`config.mk`:
```
export PLATFORM = sky130hd
export DESIGN_NAME = dmem_arbiter_flat
export DESIGN_NICKNAME = d
export VERILOG_FILES = /design/src/rtl/dmem_arb_pkg.sv /design/src/rtl/dmem_arbiter_if.sv /design/src/rtl/arb_grant2.sv /design/src/rtl/dmem_arbiter.sv /design/src/flat_wrapper.sv
export SDC_FILE = /design/constraint.sdc
export NUM_CORES = 1
export LEC_CHECK = 0
export BUFFER_PORTS_ARGS = -buffer_cell sky130_fd_sc_hd__buf_4
export CAP_MARGIN = 40
export CORE_MARGIN = 2
export CORE_UTILIZATION = 44
export DETAILED_ROUTE_END_ITERATION = 7
export PLACE_DENSITY = 0.95
export SYNTH_ARGS = -nofsm -noshare
export SYNTH_HDL_FRONTEND = slang
export SYNTH_SLANG_ARGS = --single-unit
```
`constraint.sdc`:
```
create_clock -name DMEM_ARB_clk -period 3.2 [get_ports DMEM_ARB_clk]
set_input_delay 0.32 -clock DMEM_ARB_clk [delete_from_list [all_inputs] [get_ports DMEM_ARB_clk]]
set_output_delay 0.32 -clock DMEM_ARB_clk [all_outputs]
set_load 0.02 [all_outputs]
```
`src/rtl/dmem_arb_pkg.sv`:
```
// ============================================================================
// Module   : dmem_arb_pkg
// Purpose  : Shared state encoding and default widths for the DMEM arbiter.
// Revision : 1.0 - initial release
// ============================================================================
`default_nettype none

package dmem_arb_pkg;

    localparam int DEF_ADDR_W = 8;
    localparam int DEF_DATA_W = 32;

    typedef enum logic [1:0] {
        IDLE   = 2'd0,
        ACCESS = 2'd1,
        RESP   = 2'd2
    } arb_state_t;

endpackage

`default_nettype wire

```
`src/rtl/dmem_arbiter_if.sv`:
```
// ============================================================================
// Module   : dmem_arbiter_if
// Purpose  : Two requester ports plus the DMEM port of the arbiter.
//            slave modport = arbiter side, master modport = environment side.
// Revision : 1.0 - initial release
// ============================================================================
`default_nettype none

interface dmem_arbiter_if #(
    parameter int ADDR_W = 8,
    parameter int DATA_W = 32
);
    logic              P0_req;
    logic              P0_we;
    logic [ADDR_W-1:0] P0_addr;
    logic [DATA_W-1:0] P0_wdata;
    logic              P0_ack;
    logic [DATA_W-1:0] P0_rdata;

    logic              P1_req;
    logic              P1_we;
    logic [ADDR_W-1:0] P1_addr;
    logic [DATA_W-1:0] P1_wdata;
    logic              P1_ack;
    logic [DATA_W-1:0] P1_rdata;

    logic [ADDR_W-1:0] DMEM_address;
    logic [DATA_W-1:0] DMEM_data_in;
    logic              DMEM_mem_write;
    logic              DMEM_mem_read;
    logic [DATA_W-1:0] DMEM_data_out;

    logic              ARB_busy;

    modport slave (
        input  P0_req, P0_we, P0_addr, P0_wdata,
        input  P1_req, P1_we, P1_addr, P1_wdata,
        input  DMEM_data_out,
        output P0_ack, P0_rdata, P1_ack, P1_rdata,
        output DMEM_address, DMEM_data_in, DMEM_mem_write, DMEM_mem_read,
        output ARB_busy
    );

    modport master (
        output P0_req, P0_we, P0_addr, P0_wdata,
        output P1_req, P1_we, P1_addr, P1_wdata,
        output DMEM_data_out,
        input  P0_ack, P0_rdata, P1_ack, P1_rdata,
        input  DMEM_address, DMEM_data_in, DMEM_mem_write, DMEM_mem_read,
        input  ARB_busy
    );

endinterface

`default_nettype wire

```
`src/rtl/arb_grant2.sv`:
```
// ============================================================================
// Module   : arb_grant2
// Purpose  : Two-way one-hot grant. ptr=0 gives port 0 priority on a tie,
//            ptr=1 gives port 1 priority.
// Revision : 1.0 - initial release
// ============================================================================
`default_nettype none

module arb_grant2 (
    input  wire logic       req0,
    input  wire logic       req1,
    input  wire logic       ptr,
    output logic [1:0]      grant
);

    // Tie resolved by the pointer; a lone request always wins.
    always_comb begin
        grant = 2'b00;
        if (req0 && req1) begin
            grant = ptr ? 2'b10 : 2'b01;
        end else if (req0) begin
            grant = 2'b01;
        end else if (req1) begin
            grant = 2'b10;
        end
    end

endmodule

`default_nettype wire

```
`src/rtl/dmem_arbiter.sv`:
```
// ============================================================================
// Module   : dmem_arbiter
// Purpose  : Arbitrates CPU port (P0) and debug/DMA port (P1) onto one DMEM
//            port. IDLE -> ACCESS -> RESP -> IDLE, ack two cycles after the
//            request is sampled in IDLE.
// Config   : DMEM_ARB_ROUND_ROBIN_EN - defined: alternate on ties;
//            undefined: port 0 always wins ties, no pointer register.
// Revision : 1.0 - initial release
// ============================================================================
`default_nettype none

module dmem_arbiter
    import dmem_arb_pkg::*;
#(
    parameter int ADDR_W = DEF_ADDR_W,
    parameter int DATA_W = DEF_DATA_W
) (
    input  wire logic      DMEM_ARB_clk,
    input  wire logic      DMEM_ARB_rst_n,
    dmem_arbiter_if.slave  bus
);

    arb_state_t        state_q, state_d;
    logic              gnt_q,   gnt_d;     // 0 = port 0 owns the access
    logic              we_q,    we_d;
    logic [ADDR_W-1:0] addr_q,  addr_d;
    logic [DATA_W-1:0] wdata_q, wdata_d;
    logic              mem_rd_q, mem_rd_d;
    logic              mem_wr_q, mem_wr_d;
    logic              ack0_q,  ack0_d;
    logic              ack1_q,  ack1_d;
    logic              busy_q,  busy_d;
    logic              ptr;
    logic [1:0]        grant;

`ifdef DMEM_ARB_ROUND_ROBIN_EN
    logic ptr_q, ptr_d;
    assign ptr = ptr_q;
`else
    assign ptr = 1'b0;
`endif

    arb_grant2 u_grant (
        .req0  (bus.P0_req),
        .req1  (bus.P1_req),
        .ptr   (ptr),
        .grant (grant)
    );

    // Next-state and next-output computation for the access FSM.
    always_comb begin
        state_d  = state_q;
        gnt_d    = gnt_q;
        we_d     = we_q;
        addr_d   = addr_q;
        wdata_d  = wdata_q;
        mem_rd_d = mem_rd_q;
        mem_wr_d = mem_wr_q;
        ack0_d   = ack0_q;
        ack1_d   = ack1_q;
        busy_d   = busy_q;
`ifdef DMEM_ARB_ROUND_ROBIN_EN
        ptr_d    = ptr_q;
`endif
        case (state_q)
            IDLE: begin
                // Payload is captured only here; later changes are ignored.
                if (grant != 2'b00) begin
                    gnt_d    = grant[1];
                    we_d     = grant[1] ? bus.P1_we    : bus.P0_we;
                    addr_d   = grant[1] ? bus.P1_addr  : bus.P0_addr;
                    wdata_d  = grant[1] ? bus.P1_wdata : bus.P0_wdata;
                    mem_wr_d = grant[1] ? bus.P1_we    : bus.P0_we;
                    mem_rd_d = grant[1] ? !bus.P1_we   : !bus.P0_we;
                    busy_d   = 1'b1;
                    state_d  = ACCESS;
`ifdef DMEM_ARB_ROUND_ROBIN_EN
                    ptr_d    = !grant[1];
`endif
                end
            end
            ACCESS: begin
                // Strobes have been seen by DMEM for one edge; respond next.
                mem_rd_d = 1'b0;
                mem_wr_d = 1'b0;
                ack0_d   = !gnt_q;
                ack1_d   = gnt_q;
                state_d  = RESP;
            end
            RESP: begin
                ack0_d   = 1'b0;
                ack1_d   = 1'b0;
                busy_d   = 1'b0;
                state_d  = IDLE;
            end
            default: begin
                mem_rd_d = 1'b0;
                mem_wr_d = 1'b0;
                ack0_d   = 1'b0;
                ack1_d   = 1'b0;
                busy_d   = 1'b0;
                state_d  = IDLE;
            end
        endcase
    end

    // State and output registers; reset clears everything immediately.
    always_ff @(posedge DMEM_ARB_clk or negedge DMEM_ARB_rst_n) begin
        if (!DMEM_ARB_rst_n) begin
            state_q  <= IDLE;
            gnt_q    <= 1'b0;
            we_q     <= 1'b0;
            addr_q   <= '0;
            wdata_q  <= '0;
            mem_rd_q <= 1'b0;
            mem_wr_q <= 1'b0;
            ack0_q   <= 1'b0;
            ack1_q   <= 1'b0;
            busy_q   <= 1'b0;
`ifdef DMEM_ARB_ROUND_ROBIN_EN
            ptr_q    <= 1'b0;
`endif
        end else begin
            state_q  <= state_d;
            gnt_q    <= gnt_d;
            we_q     <= we_d;
            addr_q   <= addr_d;
            wdata_q  <= wdata_d;
            mem_rd_q <= mem_rd_d;
            mem_wr_q <= mem_wr_d;
            ack0_q   <= ack0_d;
            ack1_q   <= ack1_d;
            busy_q   <= busy_d;
`ifdef DMEM_ARB_ROUND_ROBIN_EN
            ptr_q    <= ptr_d;
`endif
        end
    end

    assign bus.DMEM_address   = addr_q;
    assign bus.DMEM_data_in   = wdata_q;
    assign bus.DMEM_mem_read  = mem_rd_q;
    assign bus.DMEM_mem_write = mem_wr_q;
    assign bus.ARB_busy       = busy_q;
    assign bus.P0_ack         = ack0_q;
    assign bus.P1_ack         = ack1_q;
    // DMEM data is already registered inside DMEM; only gate it to the owner.
    assign bus.P0_rdata       = (ack0_q && !we_q) ? bus.DMEM_data_out : '0;
    assign bus.P1_rdata       = (ack1_q && !we_q) ? bus.DMEM_data_out : '0;

endmodule

`default_nettype wire
```
`src/flat_wrapper.sv`:
```
// flat-port wrapper written by rule: the top's interface ports become plain ports
module dmem_arbiter_flat import dmem_arb_pkg::*;
#(
    parameter int ADDR_W = DEF_ADDR_W,
    parameter int DATA_W = DEF_DATA_W
)
  (DMEM_ARB_clk, DMEM_ARB_rst_n, bus_P0_req, bus_P0_we, bus_P0_addr, bus_P0_wdata, bus_P1_req, bus_P1_we, bus_P1_addr, bus_P1_wdata, bus_DMEM_data_out, bus_P0_ack, bus_P0_rdata, bus_P1_ack, bus_P1_rdata, bus_DMEM_address, bus_DMEM_data_in, bus_DMEM_mem_write, bus_DMEM_mem_read, bus_ARB_busy);
  dmem_arbiter_if #(.ADDR_W(ADDR_W), .DATA_W(DATA_W)) bus_i ();
  input  wire logic DMEM_ARB_clk;
  input  wire logic DMEM_ARB_rst_n;
  input wire logic [$bits(bus_i.P0_req)-1:0] bus_P0_req;
  input wire logic [$bits(bus_i.P0_we)-1:0] bus_P0_we;
  input wire logic [$bits(bus_i.P0_addr)-1:0] bus_P0_addr;
  input wire logic [$bits(bus_i.P0_wdata)-1:0] bus_P0_wdata;
  input wire logic [$bits(bus_i.P1_req)-1:0] bus_P1_req;
  input wire logic [$bits(bus_i.P1_we)-1:0] bus_P1_we;
  input wire logic [$bits(bus_i.P1_addr)-1:0] bus_P1_addr;
  input wire logic [$bits(bus_i.P1_wdata)-1:0] bus_P1_wdata;
  input wire logic [$bits(bus_i.DMEM_data_out)-1:0] bus_DMEM_data_out;
  output wire logic [$bits(bus_i.P0_ack)-1:0] bus_P0_ack;
  output wire logic [$bits(bus_i.P0_rdata)-1:0] bus_P0_rdata;
  output wire logic [$bits(bus_i.P1_ack)-1:0] bus_P1_ack;
  output wire logic [$bits(bus_i.P1_rdata)-1:0] bus_P1_rdata;
  output wire logic [$bits(bus_i.DMEM_address)-1:0] bus_DMEM_address;
  output wire logic [$bits(bus_i.DMEM_data_in)-1:0] bus_DMEM_data_in;
  output wire logic [$bits(bus_i.DMEM_mem_write)-1:0] bus_DMEM_mem_write;
  output wire logic [$bits(bus_i.DMEM_mem_read)-1:0] bus_DMEM_mem_read;
  output wire logic [$bits(bus_i.ARB_busy)-1:0] bus_ARB_busy;
  assign bus_i.P0_req = bus_P0_req;
  assign bus_i.P0_we = bus_P0_we;
  assign bus_i.P0_addr = bus_P0_addr;
  assign bus_i.P0_wdata = bus_P0_wdata;
  assign bus_i.P1_req = bus_P1_req;
  assign bus_i.P1_we = bus_P1_we;
  assign bus_i.P1_addr = bus_P1_addr;
  assign bus_i.P1_wdata = bus_P1_wdata;
  assign bus_i.DMEM_data_out = bus_DMEM_data_out;
  assign bus_P0_ack = bus_i.P0_ack;
  assign bus_P0_rdata = bus_i.P0_rdata;
  assign bus_P1_ack = bus_i.P1_ack;
  assign bus_P1_rdata = bus_i.P1_rdata;
  assign bus_DMEM_address = bus_i.DMEM_address;
  assign bus_DMEM_data_in = bus_i.DMEM_data_in;
  assign bus_DMEM_mem_write = bus_i.DMEM_mem_write;
  assign bus_DMEM_mem_read = bus_i.DMEM_mem_read;
  assign bus_ARB_busy = bus_i.ARB_busy;
  dmem_arbiter #(.ADDR_W(ADDR_W), .DATA_W(DATA_W)) u_core (.DMEM_ARB_clk(DMEM_ARB_clk), .DMEM_ARB_rst_n(DMEM_ARB_rst_n), .bus(bus_i));
endmodule
```
==> Word-level counts from Yosys, hierarchy flattened <==
Cells that the tools add are included.
Widths: inputs -> output; s select.
{ "totals": {"regBits": 49, "elab_cells": 46} }
{ "op_classes": {"n_mux": 19, "eq_ne": 3, "n_bitwise": 2, "n_reduce_logical": 12} }
{ "ops": {"columns": ["cell", "n"], "rows": [
  ["$mux 32", 3],
  ["$pmux 1 s2", 5],
  ["$mux 2", 4],
  ["$mux 8", 1],
  ["$reduce_and 2->1", 3],
  ["$mux 1", 5],
  ["$logic_not 1->1", 4],
  ["$pmux 2 s2", 1],
  ["$logic_and 1x1->1", 3],
  ["$eq 2x1->1 const B", 1],
  ["$eq 2x2->1 const B", 1],
  ["$logic_not 2->1", 1],
  ["$ne 2x1->1 const B", 1],
  ["$not 1->1", 2],
  ["$reduce_bool 2->1", 1]
]} }

==> Logic depth before layout (Yosys ltp) <==
Gate-level depths: netlist of run 1.
{ "depth": {"depth_word": 6, "depth_mapped": 7, "mapped_depth_nobuf": 3} }

==> Cells and area by module <==
A second synthesis of run 1 with hierarchy kept.
{ "hier_totals": {"hier_cells": 235, "area_unflattened_um2": 2798.9} }
{ "by_module_without_submodules": {"columns": ["module", "cells_per_inst", "area_each_um2", "seq_area_each_um2", "instances"], "rows": [
  ["dmem_arbiter", 232, 2780.2, 1226.2, 1],
  ["arb_grant2", 3, 18.8, 0.0, 1]
]} }

==> Worst setup path before layout of run 1 <==
Ideal clock, no wire load.
{ "synth_timing": {"kind": "register -> output", "start": "register u_core.ack0_q (netlist: u_core.bus.P0_ack)", "end": "output bus_P0_rdata[10]", "path_stages_with_launch": 4, "path_slack_ns": 1.715, "arrival_ns": 1.165, "path_buffers": 1, "path_cell_list": "dfrtp_1 -> nor2b_1 -> clkbuf_1 -> and2_1"} }
{ "synth_via": {"elab_chain_len": 2} }
{ "synth_lines": {"columns": ["element", "line_no", "text"], "rows": [
  ["start, declared", "dmem_arbiter.sv:30", "logic ack0_q, ack0_d;"],
  ["start signal, assigned", "dmem_arbiter.sv:131", "ack0_q <= ack0_d;"],
  ["$logic_and 1x1->1", "dmem_arbiter.sv:148", "assign bus.P0_rdata = (ack0_q && !we_q) ? bus.DMEM_data_out : '0;"],
  ["$mux 32", "dmem_arbiter.sv:148", null],
  ["end, declared", "flat_wrapper.sv:21", "output wire logic [$bits(bus_i.P0_rdata)-1:0] bus_P0_rdata;"]
]} }
Every way passes these cells.

==> Final worst setup path of run 1 <==
{ "layout_timing": {"start": "register u_core.state_q[1]", "end": "register u_core.wdata_q[10] (netlist: u_core.bus.DMEM_data_in[10])"} }
{ "layout_via": {"elab_chain_len": 2} }
{ "layout_lines": {"columns": ["element", "line_no", "text"], "rows": [
  ["start, declared", "dmem_arbiter.sv:23", "arb_state_t state_q, state_d;"],
  ["start signal, assigned", "dmem_arbiter.sv:124", "state_q <= state_d;"],
  ["$logic_not 2->1", "dmem_arbiter.sv:65", "case (state_q)"],
  ["$reduce_and 2->1 (no source line)", null, null],
  ["end signal, assigned", "dmem_arbiter.sv:128", "wdata_q <= wdata_d;"],
  ["end, declared", "dmem_arbiter.sv:27", "logic [DATA_W-1:0] wdata_q, wdata_d;"]
]} }
Every way passes these cells.
A chain may end at the register's enable or synchronous reset.

==> results.toml, run 1 <==
[floorplan]
fp.dieW_um = 87.3
start_util = 0.452
die_y_um = 87.3
std_cell_rows = 30
core_um2 = 6760
design.die.area_um2 = 7620
ios = 227

[detailed_routing]
drc = 0
drt_iter0_drc = 92
firstDrtPassIters = 7
num_vias = 2682
routed_via_density = 4.89
detail-route-antenna-nets = 0
wl_per_cell_um = 15.8
routed_wirelength_mm = 8.64

[power]
internal_power_uw = 2320
irDropWorstVdd_mv = 0.494
p_leak_uw = 0.00262
p_per_area_nw_per_um2 = 806
p_sw_uw = 1580
switching_share = 0.405
combPwrFrac = 0.606
pwr-share-seq = 0.296
p_clk_frac = 0.098

[critical_path]
worstRegToRegCells = 4
cp_data_required_time_ns = 3.39
cpMaxStageDelayCell = "and2_2"
worst_ep_arrival_time_ns = 2.58
crit_fanout = 29
crit_family = "simple AND/OR/NAND/NOR gates"
slowest_delay_ns = 0.73
cp_num_buf_inv = 1
path_cells = "nor2_2, and2_2, buf_4, mux2_4"
critPathKind = "flop to flop"
startpoint_type = "flop"
end_kind = "flop"
cp.depth = 4

[logic_synthesis]
syn_nets = 365
ys_warn_count = 0
ys_ff_latch = 49
synth.distinct_cells = 27
synth_top_cell_by_area = "dfrtp_1"
synth.avg_cell_area_um2 = 12.4
synthTopCellsByArea = "dfrtp_1, mux2_4, and2_1"
synth_cells = 247
ys_seq_area_frac = 0.402
synth_top_area_share = 0.402
syn-cell-area_um2 = 3050

[placed_design]
placed_area_um2 = 4740
detailed_place_hpwl_mm = 7.08
routabilityCongestion = 0.751
place.port_buffers = 226

[sta]
min_period_ns = 2.39
rsz0062_at_grt = "false"
worstMarginPinSlew_ns = 0.733
whs_ns = 0.0183
hold_violations = 0
slew_headroom = 0.511
min_period_over_period = 0.747
fin_setup_tns_ns = 0
setup-violations-final = 0
max_freq_ghz = 0.419
fin_worst_skew_ns = 0.00794
slew_violations = 0

[clocking]
cts.sinks = 49
cts_root_buf = "clkbuf_8"
cts_setup_buffers = 0
cts_buffers = 5
clock_path_buffers = 2
tritoncts = "done"
clk_latency_ns = 0.30
h-tree-depth = 2
cts_resized = 0
hold_buffers = 0
clk_pin_slew_ns = 0.09

[final_layout]
drive_gt1_frac = 0.656
layout_commonest_cell = "buf_4"
fill_cells = 463
stdcell_area_um2 = 4840
n_antenna_cell = 0
final_util = 0.716
areaGrowthSynthToFinish_pct = 58.5
final_cell_mix = "buf_4, and2_1, mux2_4"
nets = 585

[grt]
antenna_found_initial = 0
grt_max_degree = 50
grt_overflow = 0
grtUsageTotal = 0.215
grt_pass1_vias = 2619
grt_pass1_wl_mm = 12.7

[worst_hold_path]
hold_class = "primary input to async pin"

[run]
cap_violations = 0

[run_status]
outcome = "completed"
-- worst reg2reg max path: cells and delay by family (launching register included) --
| family | cells | cell delay, ns |
|---|---|---|
| buffers and inverters | 1 | 0.34 |
| muxes | 1 | 0.32 |
| and+or+nand+nor | 2 | 1.17 |
| DFF | 1 | 0.46 |
-- worst paths after layout --
kind,from,endpoint,slack [ns]
worst max register to register,u_core.state_q[1],u_core.bus.DMEM_data_in[10],0.81
worst min-delay path,DMEM_ARB_rst_n,u_core.bus.DMEM_data_in[29],0.02
worst max-delay path,u_core.state_q[1],u_core.bus.DMEM_data_in[10],0.81
max in group asynchronous,DMEM_ARB_rst_n,u_core.bus.DMEM_data_in[20],2.78
worst min register to register,u_core.gnt_q,u_core.bus.P0_ack,0.50
min in group DMEM_ARB_clk,bus_P0_req,u_core.gnt_q,0.24
-- cell type report --
class,instances,area [um2],share of cell area
Multi-Input combinational cell,178,1650,0.342
Clock inverter,2,17.5,0.00362
Timing Repair Buffer,232,1750,0.363
Inverter,1,3.75,0.000776
Clock buffer,6,82.6,0.0171
Sequential cell,49,1230,0.254
Tap cell,80,100,0.0207
-- Yosys cell counts --
library cell  instances
a211oi_1              1
a21o_1                1
a21oi_1              22
a311oi_1              1
a31oi_1               1
and2_1               65
buf_12                3
buf_4                 1
buf_6                 5
buf_8                 1
clkbuf_1              8
clkbuf_2              1
dfrtp_1              49
inv_1                 1
mux2_2                4
mux2_4               58
mux2i_1              10
nand2_1               1
nand2_2               1
nand2b_1              1
nand3b_1              1
nor2_1                4
nor2_2                1
nor2b_1               3
nor3_1                1
o21ba_2               1
or2_1                 1
-- power by group through the flow --
stage               logic, uW  registers, uW  clock network (uW)
floorplan                1150           1460                   0
global route             2500           1200                 418
global placement         2330           1150                   0
finish                   2360           1160                 383
detailed placement       2400           1160                   0
CTS                      2390           1160                 395
-- logic make-up (layout without fill, tap and decap cells) --
group,count (synthesis),count (layout),synth area share
multiplexers,72,72,0.333
AND/OR/NAND/NOR,79,79,0.158
AO/OA/AOI/OAI,27,27,0.0492
flip-flops,49,49,0.402
buffers and inverters,20,241,0.0582
-- routing by layer --
layer | wire [um] | GRT usage | up-vias
met4 | 184 | 0.0783 | 0
li1 | - | - | 1273
met1 | 3000 | 0.229 | 1253
met3 | 654 | 0.0455 | 14
met5 | 0 | 0 | -
met2 | 4800 | 0.412 | 142
-- flip-flops by register name (all words and copies together), names as in the netlist --
name                       count
u_core.bus.DMEM_data_in       32
u_core.bus.DMEM_address        8
u_core.state_q                 2
u_core.bus.ARB_busy            1
u_core.bus.DMEM_mem_read       1
u_core.bus.DMEM_mem_write      1
u_core.bus.P0_ack              1
u_core.bus.P1_ack              1
u_core.gnt_q                   1
u_core.we_q                    1
-- per-stage QoR --
step           worst slack [ns]  power, uW  cells
2_1_floorplan              1.72       2610    247
3_3_place_gp              0.926       3480    539
3_5_place_dp              0.816       3550    540
4_1_cts                   0.802       3940    548
5_1_grt                   0.617       4120    548
6_report                  0.811       3900    548
(Power assumes the default switching activity.)
==> run 2, diff against run 1 <==
- ABC_AREA: unset -> 1
- CORE_UTILIZATION: 44 -> 40
- PLACE_DENSITY: 0.95 -> 0.9
- clock period: 3.2 -> 2.3 ns (I/O delays scaled with it)
==> results.toml, run 2 <==
[run_status]
outcome = "completed"

[run]
cap_violations = 0

[critical_path]
critPathKind = "flop to primary output"
worst_ep_arrival_time_ns = 1.36
crit_family = "buffers and inverters"
crit_fanout = 32
timing.rr.start = "u_core.state_q[1]"
cp_data_required_time_ns = 2.07
startpoint_type = "flop"
path_cells = "inv_1, nand2_1, buf_4, nor2_1, buf_4"
crit_top_cell = "buf_4"
cp_num_buf_inv = 3
cpMaxStageDelayCell = "dfrtp_1"
worstRegToRegCells = 5
rr_endpoint = "u_core.bus.DMEM_data_in[26]"
end_kind = "primary output"
rrSetupSlack_ns = 0.79
slowest_delay_ns = 0.41

[clocking]
cts.sinks = 49
h-tree-depth = 2
cts_root_buf = "clkbuf_8"
clock_path_buffers = 2
cts_buffers = 5
clk_pin_slew_ns = 0.09
clk_latency_ns = 0.29
tritoncts = "done"

[detailed_routing]
firstDrtPassIters = 4
wl_per_cell_um = 12.5
routed_via_density = 4.65
drc = 0
detail-route-antenna-nets = 0
routed_wirelength_mm = 9.49
drt_iter0_drc = 168
num_vias = 3538

[power]
finalPower_uw = 5050
irDropWorstVdd_mv = 0.666
p_per_area_nw_per_um2 = 1080
p_leak_uw = 0.00293

[sta]
min_period_ns = 1.59
worstMarginPinSlew_ns = 0.776
slew_headroom = 0.481
min_period_over_period = 0.690
hold_violations = 0
setup-violations-final = 0
slew_violations = 0
max_freq_ghz = 0.630
fin_worst_skew_ns = 0.00796
fin_setup_tns_ns = 0
rsz0062_at_grt = "false"

[worst_hold_path]
hold_class = "primary input to flop"
hold_depth = 5
hp-start = "bus_P0_addr[3]"
hold_path_end = "u_core.bus.DMEM_address[3]"

[floorplan]
std_cell_rows = 31
core_um2 = 7140
ios = 227
die_y_um = 89.1
fp.dieW_um = 89.1
start_util = 0.406
design.die.area_um2 = 7940

[final_layout]
n_antenna_cell = 0
final_util = 0.655
fill_cells = 612
final_cell_mix = "buf_4, nand2_1, nor2_1"
largest_reg_flops = 32
layout_commonest_cell = "buf_4"
areaGrowthSynthToFinish_pct = 61.2
multi_input_area_um2 = 1350
layout.area.seq_um2 = 1230
drive_gt1_frac = 0.367
nets = 780

[logic_synthesis]
syn-cell-area_um2 = 2900
yosysMostFrequentCell = "nand2_1"
ys_warn_count = 0
ys_ff_latch = 49
synth.distinct_cells = 16
synth_common_cells = "nand2_1, nor2_1, dfrtp_1"
synth_top_cell_by_area = "dfrtp_1"
synth_cells = 452
synth_top_area_share = 0.423
synthTopCellsByArea = "dfrtp_1, nand2_1, nor2_1"
synth-async-reset-ratio = 1.00
synth-edff-count = 0
syn_nets = 570
synth_ff_type = "dfrtp_1"
ys_seq_area_frac = 0.423
synth.avg_cell_area_um2 = 6.41

[grt]
grtUsageTotal = 0.225
grt_pass1_wl_mm = 14.0
grt_pass1_vias = 3082
grt_max_degree = 50
antenna_found_initial = 0
grt_overflow = 0

[placed_design]
routabilityCongestion = 0.807
detailed_place_hpwl_mm = 7.25
place.port_buffers = 226
## run 2: changes by cell type after synthesis, sizes merged, moves of 2 or more
cell and change:
a21oi -22, and2 -65, buf +11, clkbuf -3, inv +40, mux2 -62, mux2i -10, nand2 +222
nand3 +44, nor2 +60, nor2b -3, o21ai +2
## run 2: worst max-delay path by stage
stage	startpoint	to	slack, ns	cells after the start
4_1_cts	u_core.we_q	bus_P1_rdata[0]	0.71	5
3_3_place_gp	bus_P1_req	u_core.we_q	0.68	6
2_1_floorplan	u_core.bus.P0_ack	bus_P0_rdata[10]	0.98	3
6_report	u_core.we_q	bus_P1_rdata[23]	0.71	5
5_1_grt	u_core.we_q	bus_P1_rdata[22]	0.62	5
3_5_place_dp	bus_P1_req	u_core.bus.DMEM_data_in[23]	0.57	6
## run 2: worst reg2reg max path: stages, from the launching register on
cell,delay (ns)
dfrtp_1,0.42
nor2_4,0.20
nand2_8,0.20
inv_4,0.41
nand2_1,0.13
nand2_1,0.10
## run 2: where the power goes
part	switching (uW)	internal, uW	leakage, uW	total, uW
clock	272	238	0.0000433	510
sequential	262	1270	0.000610	1530
combinational	1830	1170	0.00228	3000
total	2370	2680	0.00293	5050
## run 2: routing by layer
layer  global-route usage  wire length [um]  up-vias
met5                    0                 0        -
met4               0.0991               299        0
met3               0.0425               820       28
met2                0.405              4780      174
met1                0.259              3590     1578
li1                     -                 -     1758
## run 2: kinds of logic after synthesis
| group | synth area share |
|---|---|
| compound gates | 0.00345 |
| flops | 0.423 |
| simple gates | 0.462 |
| buf+inv | 0.112 |
## run 2: timing repair
action | in CTS | in global routing
hold endpoints to repair | 49 | 0
buffers inserted | 0 | 0
hold buffers | 1 | 0
resized for setup | 0 | 0
## run 2: cell type report
class,count,share of cell area
repair buffers,230,0.370
clock inverters,1,0.00161
well taps,99,0.0265
inverters,41,0.0335
multi-input cells,335,0.289
flip-flops and latches,49,0.262
clock buffers,6,0.0177
## run 2: per-stage QoR
stage	setup slack [ns]	area, um2	hold WS, ns	std cells
after detailed placement	0.575	4570	0.287	753
after CTS	0.705	4670	0.203	761
after global placement	0.682	4570	0.269	753
after global routing	0.616	4670	0.209	761
after floorplan	0.975	2900	-0.0656	452
final	0.712	4670	0.210	761
==> run 3, diff against run 2 <==
- clock period: 2.3 -> 1.5 ns (I/O delays scaled with it)
==> results.toml, run 3 (synthesized netlist as in run 2, its figures left out) <==
[critical_path]
cp_data_required_time_ns = 1.35
worstSetupStartpoint = "u_core.we_q"
worst_ep_arrival_time_ns = 1.34
cp.depth = 5
end_kind = "primary output"
startpoint_type = "flop"
cpMaxStageDelayCell = "dfrtp_1"
critPathKind = "flop to primary output"
path_cells = "inv_2, nand2_4, clkbuf_16, nor2_2, buf_4"
timing.rr.start = "u_core.state_q[0]"
crit_fanout = 8
cp_num_buf_inv = 3
worstRegToRegCells = 5
slowest_delay_ns = 0.42
crit_family = "buffers and inverters"

[placed_design]
post-place-ws_ns = 0.176
routabilityCongestion = 0.830
detailed_place_hpwl_mm = 7.51
place.port_buffers = 226
placed_area_um2 = 4620

[clocking]
cts_buffers = 5
clk_latency_ns = 0.30
clock_path_buffers = 2
h-tree-depth = 2
clk_pin_slew_ns = 0.09
cts_root_buf = "clkbuf_8"
tritoncts = "done"
cts.sinks = 49

[grt]
grt_pass1_vias = 3132
grt_overflow = 0
grt_pass1_wl_mm = 14.4
grt_max_degree = 50
antenna_found_initial = 0
grtUsageTotal = 0.230

[detailed_routing]
drt_iter0_drc = 127
routed_wirelength_mm = 10.6
detail-route-antenna-nets = 0
num_vias = 3663
routed_via_density = 4.76
drc = 0
firstDrtPassIters = 4
wl_per_cell_um = 13.8

[floorplan]
die_y_um = 89.1
core_um2 = 7140
fp.dieW_um = 89.1
design.die.area_um2 = 7940
std_cell_rows = 31
ios = 227
start_util = 0.406

[worst_hold_path]
hold_class = "primary input to flop"
hp-start = "bus_P0_wdata[31]"
hold_depth = 5

[final_layout]
areaGrowthSynthToFinish_pct = 74.6
n_antenna_cell = 0
fill_cells = 576
largest_reg_flops = 32
nets = 788
stdcell_area_um2 = 5060
layout_commonest_cell = "nand2_1"
drive_gt1_frac = 0.442
final_cell_mix = "nand2_1, buf_4, dfrtp_1"

[sta]
min_period_ns = 1.49
max_freq_ghz = 0.670
rsz0062_at_grt = "true"
setup-violations-final = 0
worstMarginPinSlew_ns = 0.611
hold_violations = 0
whs_ns = 0.132
fin_setup_tns_ns = 0
fin_worst_skew_ns = 0.00979
timing.final.ws_setup_ns = 0.00686
slew_headroom = 0.593
min_period_over_period = 0.995
slew_violations = 0

[power]
p_per_area_nw_per_um2 = 1680
p_leak_uw = 0.00304
irDropWorstVdd_mv = 0.805

[run]
cap_violations = 0

[run_status]
outcome = "completed"
## run 3: cell count changes in the layout (fill, tap and decap cells not counted), sizes merged
cell | before | now
clkinv | 0 | 1
clkbuf | 6 | 7
buf | 229 | 235
clkinvlp | 1 | 0
bufinv | 0 | 1
## run 3: stage by stage
stage,cells,total power [uW],util
5_1_grt,769,9020,0.709
4_1_cts,765,8010,0.664
3_5_place_dp,757,7080,0.647
6_report,769,8490,0.709
3_3_place_gp,757,6930,0.647
2_1_floorplan,452,5050,-
## run 3: tightest hold or removal path, delay by kind of cell
family | cells | cell delay [ns]
buffers and inverters | 1 | 0.07
and+or+nand+nor | 4 | 0.17
## run 3: repair_timing
action / in CTS / in global routing
gates cloned: 0 / 4
resized for setup: 2 / 79
setup buffers: 0 / 0
endpoints found under the setup margin: 6 / 55
hold buffers: 1 / 0
hold endpoints to repair: 49 / 0
## run 3: metal layers
layer	share of wire	global-route usage
met3	0.078	0.0526
met1	0.37	0.263
met5	0	0
met4	0.022	0.0665
met2	0.53	0.427
## run 3: area by class of cell
cell class | count | area [um2] | share of cell area
Timing Repair Buffer | 238 | 1950 | 0.386
Clock buffer | 5 | 68.8 | 0.0136
Inverter | 41 | 156 | 0.0309
Tap cell | 99 | 124 | 0.0245
Multi-Input combinational cell | 335 | 1500 | 0.296
Clock inverter | 2 | 35.0 | 0.00692
Sequential cell | 49 | 1230 | 0.242
## run 3: final timing paths
| kind | end | slack, ns |
|---|---|---|
| max | bus_P0_rdata[19] | 0.007 |
| min | u_core.bus.DMEM_data_in[31] | 0.13 |
| max reg2reg | u_core.we_q | 0.14 |
| min reg2reg | u_core.bus.DMEM_data_in[19] | 0.49 |
| max in group asynchronous | u_core.bus.DMEM_data_in[26] | 0.68 |
| min in group asynchronous | u_core.bus.DMEM_address[5] | 0.40 |
## run 3: where the power goes
group	leakage (uW)	switching [uW]	internal (uW)
logic	0.00237	3090	2130
clock network	0.0000540	418	485
registers	0.000610	419	1950
total	0.00304	3930	4560
